--- src/rtl/sdcmd_responder.sv ---
`default_nettype none
// +----------------------------------------------------------------------------+
// | Module      : sdcmd_responder                                              |
// | Description : Device-side SD/eMMC CMD-line engine. It receives 48-bit host |
// |               commands with a CRC7 check and presents them over a          |
// |               valid/ready handshake, then sends R1/R3 (or R2 when          |
// |               SDCMD_RESPONDER_R2_EN is defined) after the NCR gap.         |
// | Revision    : 1.0 - initial release                                        |
// +----------------------------------------------------------------------------+
module sdcmd_responder #(
  parameter int NCR = 2
) (
  input  logic         i_clk,
  input  logic         i_reset,
  input  logic         i_ck_stb,
  input  logic         i_cmd,
  output logic         o_cmd,
  output logic         o_cmd_en,
  output logic         o_cmd_valid,
  input  logic         i_cmd_ready,
  output logic [5:0]   o_cmd_idx,
  output logic [31:0]  o_cmd_arg,
  output logic         o_cmd_crcerr,
  input  logic         i_rsp_valid,
  output logic         o_rsp_ready,
  input  logic [1:0]   i_rsp_type,
  input  logic [5:0]   i_rsp_idx,
  input  logic [127:0] i_rsp_data,
  output logic         o_busy
);

`ifdef SDCMD_RESPONDER_R2_EN
  localparam int         c_SR_W     = 136;
  localparam logic [7:0] c_LEN_LONG = 8'd136;
`else
  localparam int         c_SR_W     = 48;
`endif
  localparam logic [7:0] c_LEN_SHORT = 8'd48;
  localparam logic [5:0] c_NCR       = 6'(NCR);

  typedef enum logic [2:0] {
    S_IDLE     = 3'd0,
    S_RX       = 3'd1,
    S_PRESENT  = 3'd2,
    S_WAIT_RSP = 3'd3,
    S_GAP      = 3'd4,
    S_TX       = 3'd5
  } state_t;

  state_t            r_state;
  logic [44:0]       r_rx;
  logic [5:0]        r_rx_cnt;
  logic [6:0]        r_rx_crc;
  logic [5:0]        r_gap_cnt;
  logic [c_SR_W-1:0] r_tx_sr;
  logic [7:0]        r_tx_cnt;
  logic              r_cmd;
  logic              r_cmd_en;
  logic              r_cmd_valid;
  logic              r_rsp_ready;
  logic              r_crcerr;
  logic [5:0]        r_idx;
  logic [31:0]       r_arg;

  function automatic logic [6:0] crc7_step(input logic [6:0] crc, input logic bit_in);
    logic fb;
    fb = crc[6] ^ bit_in;
    return {crc[5:0], 1'b0} ^ (fb ? 7'h09 : 7'h00);
  endfunction

  // Leading zeros leave a zero-initialised CRC7 untouched, so short messages are right-aligned.
  function automatic logic [6:0] crc7_msg(input logic [119:0] msg);
    logic [6:0] c;
    c = '0;
    for (int i = 119; i >= 0; i--) begin
      c = crc7_step(c, msg[i]);
    end
    return c;
  endfunction

  logic [6:0]        w_r1_crc;
  logic [47:0]       w_frame_short;
  logic [c_SR_W-1:0] w_frame;
  logic [7:0]        w_frame_len;
  logic              w_rsp_none;
  logic [5:0]        w_gap_next;

  assign w_r1_crc   = crc7_msg({80'b0, 2'b00, i_rsp_idx, i_rsp_data[31:0]});
  assign w_gap_next = (r_gap_cnt == 6'h3F) ? r_gap_cnt : r_gap_cnt + 6'd1;

  always_comb begin
    w_frame_short = {2'b00, 6'h3F, i_rsp_data[31:0], 7'h7F, 1'b1};
    if (i_rsp_type == 2'b01) begin
      w_frame_short = {2'b00, i_rsp_idx, i_rsp_data[31:0], w_r1_crc, 1'b1};
    end
  end

`ifdef SDCMD_RESPONDER_R2_EN
  logic [6:0] w_r2_crc;
  assign w_r2_crc   = crc7_msg(i_rsp_data[127:8]);
  assign w_rsp_none = (i_rsp_type == 2'b00);

  always_comb begin
    w_frame     = {w_frame_short, 88'b0};
    w_frame_len = c_LEN_SHORT;
    if (i_rsp_type == 2'b10) begin
      w_frame     = {2'b00, 6'h3F, i_rsp_data[127:8], w_r2_crc, 1'b1};
      w_frame_len = c_LEN_LONG;
    end
  end
`else
  logic w_unused_data;
  assign w_unused_data = &{1'b0, i_rsp_data[127:32]};
  assign w_rsp_none    = (i_rsp_type == 2'b00) || (i_rsp_type == 2'b10);
  assign w_frame       = w_frame_short;
  assign w_frame_len   = c_LEN_SHORT;
`endif

  always_ff @(posedge i_clk) begin
    if (i_reset) begin
      r_state     <= S_IDLE;
      r_rx        <= '0;
      r_rx_cnt    <= '0;
      r_rx_crc    <= '0;
      r_gap_cnt   <= '0;
      r_tx_sr     <= '0;
      r_tx_cnt    <= '0;
      r_cmd       <= 1'b1;
      r_cmd_en    <= 1'b0;
      r_cmd_valid <= 1'b0;
      r_rsp_ready <= 1'b0;
      r_crcerr    <= 1'b0;
      r_idx       <= '0;
      r_arg       <= '0;
    end else begin
      // The NCR gap is measured from the end-bit strobe through every waiting state.
      if (i_ck_stb && (r_state == S_PRESENT || r_state == S_WAIT_RSP || r_state == S_GAP)) begin
        r_gap_cnt <= w_gap_next;
      end

      case (r_state)
        S_IDLE: begin
          if (i_ck_stb && !i_cmd) begin
            r_state  <= S_RX;
            r_rx_cnt <= 6'd1;
            r_rx_crc <= '0;
          end
        end

        S_RX: begin
          if (i_ck_stb) begin
            r_rx     <= {r_rx[43:0], i_cmd};
            r_rx_cnt <= r_rx_cnt + 6'd1;
            if (r_rx_cnt < 6'd40) begin
              r_rx_crc <= crc7_step(r_rx_crc, i_cmd);
            end
            if (r_rx_cnt == 6'd1 && !i_cmd) begin
              r_state <= S_IDLE;
            end else if (r_rx_cnt == 6'd47) begin
              r_state     <= S_PRESENT;
              r_cmd_valid <= 1'b1;
              r_idx       <= r_rx[44:39];
              r_arg       <= r_rx[38:7];
              r_crcerr    <= (r_rx_crc != r_rx[6:0]) || !i_cmd;
              r_gap_cnt   <= '0;
            end
          end
        end

        S_PRESENT: begin
          if (i_cmd_ready) begin
            r_cmd_valid <= 1'b0;
            r_rsp_ready <= 1'b1;
            r_state     <= S_WAIT_RSP;
          end
        end

        S_WAIT_RSP: begin
          if (i_rsp_valid) begin
            r_rsp_ready <= 1'b0;
            if (w_rsp_none) begin
              r_state <= S_IDLE;
            end else begin
              r_tx_sr  <= w_frame;
              r_tx_cnt <= w_frame_len;
              r_state  <= S_GAP;
            end
          end
        end

        S_GAP: begin
          if (i_ck_stb && (w_gap_next >= c_NCR)) begin
            r_cmd_en <= 1'b1;
            r_cmd    <= r_tx_sr[c_SR_W-1];
            r_tx_sr  <= {r_tx_sr[c_SR_W-2:0], 1'b0};
            r_tx_cnt <= r_tx_cnt - 8'd1;
            r_state  <= S_TX;
          end
        end

        S_TX: begin
          if (i_ck_stb) begin
            if (r_tx_cnt != 8'd0) begin
              r_cmd    <= r_tx_sr[c_SR_W-1];
              r_tx_sr  <= {r_tx_sr[c_SR_W-2:0], 1'b0};
              r_tx_cnt <= r_tx_cnt - 8'd1;
            end else begin
              r_cmd_en <= 1'b0;
              r_cmd    <= 1'b1;
              r_state  <= S_IDLE;
            end
          end
        end

        default: r_state <= S_IDLE;
      endcase
    end
  end

  assign o_cmd        = r_cmd;
  assign o_cmd_en     = r_cmd_en;
  assign o_cmd_valid  = r_cmd_valid;
  assign o_rsp_ready  = r_rsp_ready;
  assign o_cmd_idx    = r_idx;
  assign o_cmd_arg    = r_arg;
  assign o_cmd_crcerr = r_crcerr;
  assign o_busy       = (r_state != S_IDLE);

endmodule
`default_nettype wire

--- config.mk ---
export PLATFORM = sky130hd
export DESIGN_NAME = sdcmd_responder
export DESIGN_NICKNAME = d
export VERILOG_FILES = /design/src/rtl/sdcmd_responder.sv
export SDC_FILE = /design/constraint.sdc
export NUM_CORES = 1
export LEC_CHECK = 0
export CAP_MARGIN = 10
export CORE_ASPECT_RATIO = 0.75
export CORE_UTILIZATION = 50
export DETAILED_ROUTE_END_ITERATION = 16
export PLACE_DENSITY = 0.81
export SYNTH_ARGS = -nofsm -noshare
export SYNTH_HDL_FRONTEND = slang
export SYNTH_SLANG_ARGS = --single-unit
--- constraint.sdc ---
create_clock -name i_clk -period 3 [get_ports i_clk]
set_input_delay 0.6 -clock i_clk [delete_from_list [all_inputs] [get_ports i_clk]]
set_output_delay 0.6 -clock i_clk [all_outputs]
set_load 0.05 [all_outputs]
==> results.toml <==
[routing]
dr.pass1.iters = 7
detail_route.vias_per_cell = 5.32
drt.antenna.violating_nets = 0
route.vias.total = 6436
drc_errors = 0
drt_wl_total_um = 16600
detail_route.iter0.violations = 390
routed_len_inst_um = 13.7

[synthesis]
synth.distinct_cells = 50
async_flop_share_pct = 0
synth-warning-count = 0
synth_net_count = 1056
synth_cells = 908
mappedNetlistArea_sq_um = 7480
synth_enable_flop_cells = 0
post_synth.cell_area_avg_sq_um = 8.24
synth_seq_cells = 166
synthFlopType = "dfxtp_1"
yosysSeqAreaShare_pct = 44.4

[clocking]
clk_root_buffer_cell = "clkbuf_16"
cts.path.max_buffers = 2
clock_sink_count = 166
tritoncts = "done"
htreeDepth = 4
ctsHoldBuffers = 0
worst_setup_hold_path_clk_slew_ns = 0.06
tritoncts.num_buffers = 17
worstSkewPairLatency_ns = 0.42

[setup_path]
ordered_cell_list_for_the_critical_path = "clkdlybuf4s50_1 -> xnor3_1 -> xnor2_2 -> xor3_1 -> xnor3_1 -> xnor3_1 -> nor2b_1 -> o41ai_2"
worst_path_most_repeated_cell = "xnor3_1"
critical_path.max_stage_delay_ns = 0.51
cp.required_ns = 3.33
timing.critical_path.slowest_stage_cell = "clkdlybuf4s50_1"
cp_max_fo = 3
cp.arrival_ns = 3.19
crit_path_end_kind = "flip-flop"
timing_worst_setup_path_type = "input pin to flip-flop"
timing.critical_path.from_type = "input pin"

[grt]
grt_max_degree = 82
grt.total_usage_pct = 22.5
first_pass_grt_wire_length_um = 27600
antenna_violations_before_repair = 0
grt_pass1_vias = 5787
overflow = 0

[floorplan]
floorplan.rows = 38
core_area_sq_um = 14500
design.portCount = 186
die_w_um = 143
fp.dieArea_sq_um = 15500
effective_utilization_at_floorplan_pct = 51.4
die_span_y_um = 108

[pwr]
power-per-cell-area_nw_per_um2 = 610
p_leak_nw = 3.34
worst_ir_drop_vdd_v = 0.000381

[worst_hold_path]
timing.hold.worst.class = "flip-flop to flip-flop"

[sta]
max-slew-margin-rel_pct = 51.4
hold_violation_total_from_the_final_report = 0
timing.final.crit_share_pct = 95.6
finalSetupViolCount = 0
worst_slew_pin_slew_ns = 0.720
finalMaxSlewViolations = 0
finalCriticalPeriod_ns = 2.87
worst_clock_skew_ns = 0.00867
clock.fmax_ghz = 0.349
setup_tns_ns = 0

[placement]
dp_cells = 1177
io_buffers = 89
place_congestion = 0.862
hpwl_um = 11100
area_of_placed_instances_sq_um = 8770

[cells_and_area]
post-route-util_pct = 64.6
fin_cells = 1210
layout-drive-gt1-share_pct = 8.91
synthToLayoutAreaGrowth_pct = 25.6
finalNetCount = 1145
filler_cell_count = 1194
antenna_cells = 0
finalInstanceArea_sq_um = 9400

[run_status]
run_status = "completed"

[run]
max_cap_violations = 0
-- kinds of logic after synthesis --
kind of cell	Yosys count	share of synthesized area, %
muxes	3	0.401
and+or+nand+nor	393	21.6
DFF	166	44.4
xor gates and xnor gates	80	13.3
AOI/OAI and AO/OA	190	15.7
buffers and inverters	70	3.59
adders and majority gates	6	1.00
-- per-layer routing --
layer  global-route usage, %  vias to the layer above  share of wire [%]
met5                       0                        -                  0
li1                        -                     3260                  -
met3                    4.78                       30                4.1
met2                    33.3                      146                 43
met1                    32.1                     3000                 50
met4                    9.04                        0                2.0
-- area by class of cell --
cell class                 count  area (sq um)  share of cell area (%)
inverter                       9          33.8                   0.359
timing repair buffer         131          1270                    13.5
clock inverter                12           143                    1.52
sequential                   166          3320                    35.4
clock buffer                  20           457                    4.86
multi-input combinational    672          3930                    41.8
tap                          200           250                    2.66
-- cell usage in the layout, fill, tap and decap left out, types with 2 or more instances in the layout --
cell	Yosys	routed
xnor3_1	14	14
clkbuf_16	0	17
buf_12	0	5
xnor2_4	1	2
a21oi_1	119	118
buf_4	0	38
nand3_1	12	12
ha_1	6	6
inv_6	0	3
o21ai_0	5	5
inv_1	8	8
mux2i_1	3	3
a311oi_1	37	37
dfxtp_1	166	166
o221ai_1	10	10
nand2b_1	6	6
o31ai_1	2	2
nand2_1	267	267
a211oi_1	2	2
or2_1	2	2
clkinv_4	0	5
nand3b_1	4	4
xor2_1	21	21
o21ai_1	4	4
nor2_1	64	63
bufinv_16	0	2
xnor2_2	6	6
nand4_1	6	6
nor4_1	4	4
xnor2_1	35	34
nor2b_1	7	6
nor3b_1	3	3
clkdlybuf4s50_1	0	88
clkbuf_8	0	2
or3_1	3	3
nor3_1	11	11
-- power by group --
group | internal [W] | switching, W
clock network | 0.00128 | 0.000905
logic | 0.000750 | 0.000546
registers | 0.00222 | 0.0000270
-- worst max-delay path, delay by kind of cell --
kind	cells	cell delay, ns
and+or+nand+nor	1	0.14
AOI/OAI and AO/OA	1	0.27
xor gates and xnor gates	5	1.67
buffers and inverters	1	0.51
-- path summary, 6_finish.rpt --
path	slack (ns)	end	start	depth (start not counted)
min	0.45	o_cmd_idx[5]	r_rx[44]	2
min reg2reg	0.45	o_cmd_idx[5]	r_rx[44]	2
max reg2reg	0.41	r_tx_sr[5]	r_gap_cnt[0]	8
max	0.13	r_tx_sr[4]	i_rsp_idx[0]	8
-- Yosys cell counts (all sizes together), types with 2 or more instances --
| master | n | area share, % |
|---|---|---|
| nand2 | 267 | 13 |
| dfxtp | 166 | 44 |
| a21oi | 119 | 8.0 |
| nor2 | 64 | 3.2 |
| clkbuf | 50 | 2.5 |
| xnor2 | 42 | 5.8 |
| a311oi | 37 | 4.3 |
| xor2 | 22 | 2.7 |
| xnor3 | 15 | 4.5 |
| nand3 | 12 | 0.80 |
| buf | 11 | 0.64 |
| nor3 | 11 | 0.74 |
| o221ai | 10 | 1.2 |
| inv | 9 | 0.45 |
| o21ai | 9 | 0.60 |
| nor2b | 7 | 0.59 |
| ha | 6 | 1.0 |
| nand2b | 6 | 0.50 |
| nand4 | 6 | 0.50 |
| nand3b | 4 | 0.40 |
| nor4 | 4 | 0.33 |
| mux2i | 3 | 0.40 |
| nor3b | 3 | 0.30 |
| or3 | 3 | 0.25 |
| a211oi | 2 | 0.20 |
| a21boi | 2 | 0.20 |
| o31ai | 2 | 0.20 |
| o41ai | 2 | 0.33 |
| or2 | 2 | 0.17 |
-- through the flow --
step | worst slack [ns] | hold slack (ns) | total power, W
final | 0.133 | 0.453 | 0.00574
after global routing | -0.000178 | 0.467 | 0.00598
after CTS | 0.119 | 0.455 | 0.00576
after detailed placement | -0.299 | 0.445 | 0.00357
after global placement | -0.250 | 0.440 | 0.00353
after floorplan | 0.350 | 0.432 | 0.00320
-- sequential cells by signal, summed over array words and instances, names as in the netlist --
signal        count
r_tx_cnt          8
o_cmd             1
o_cmd_arg        32
r_rx             45
o_cmd_valid       1
o_cmd_en          1
o_rsp_ready       1
r_rx_cnt          6
r_state           3
r_tx_sr          48
o_cmd_crcerr      1
r_gap_cnt         6
r_rx_crc          7
o_cmd_idx         6
-- what timing repair did --
item / 4_1_cts / 5_1_grt
setup buffers: 0 / 1
gates resized for setup: 0 / 2
endpoints found under the setup margin: 0 / 2
(Power assumes the default switching activity.)
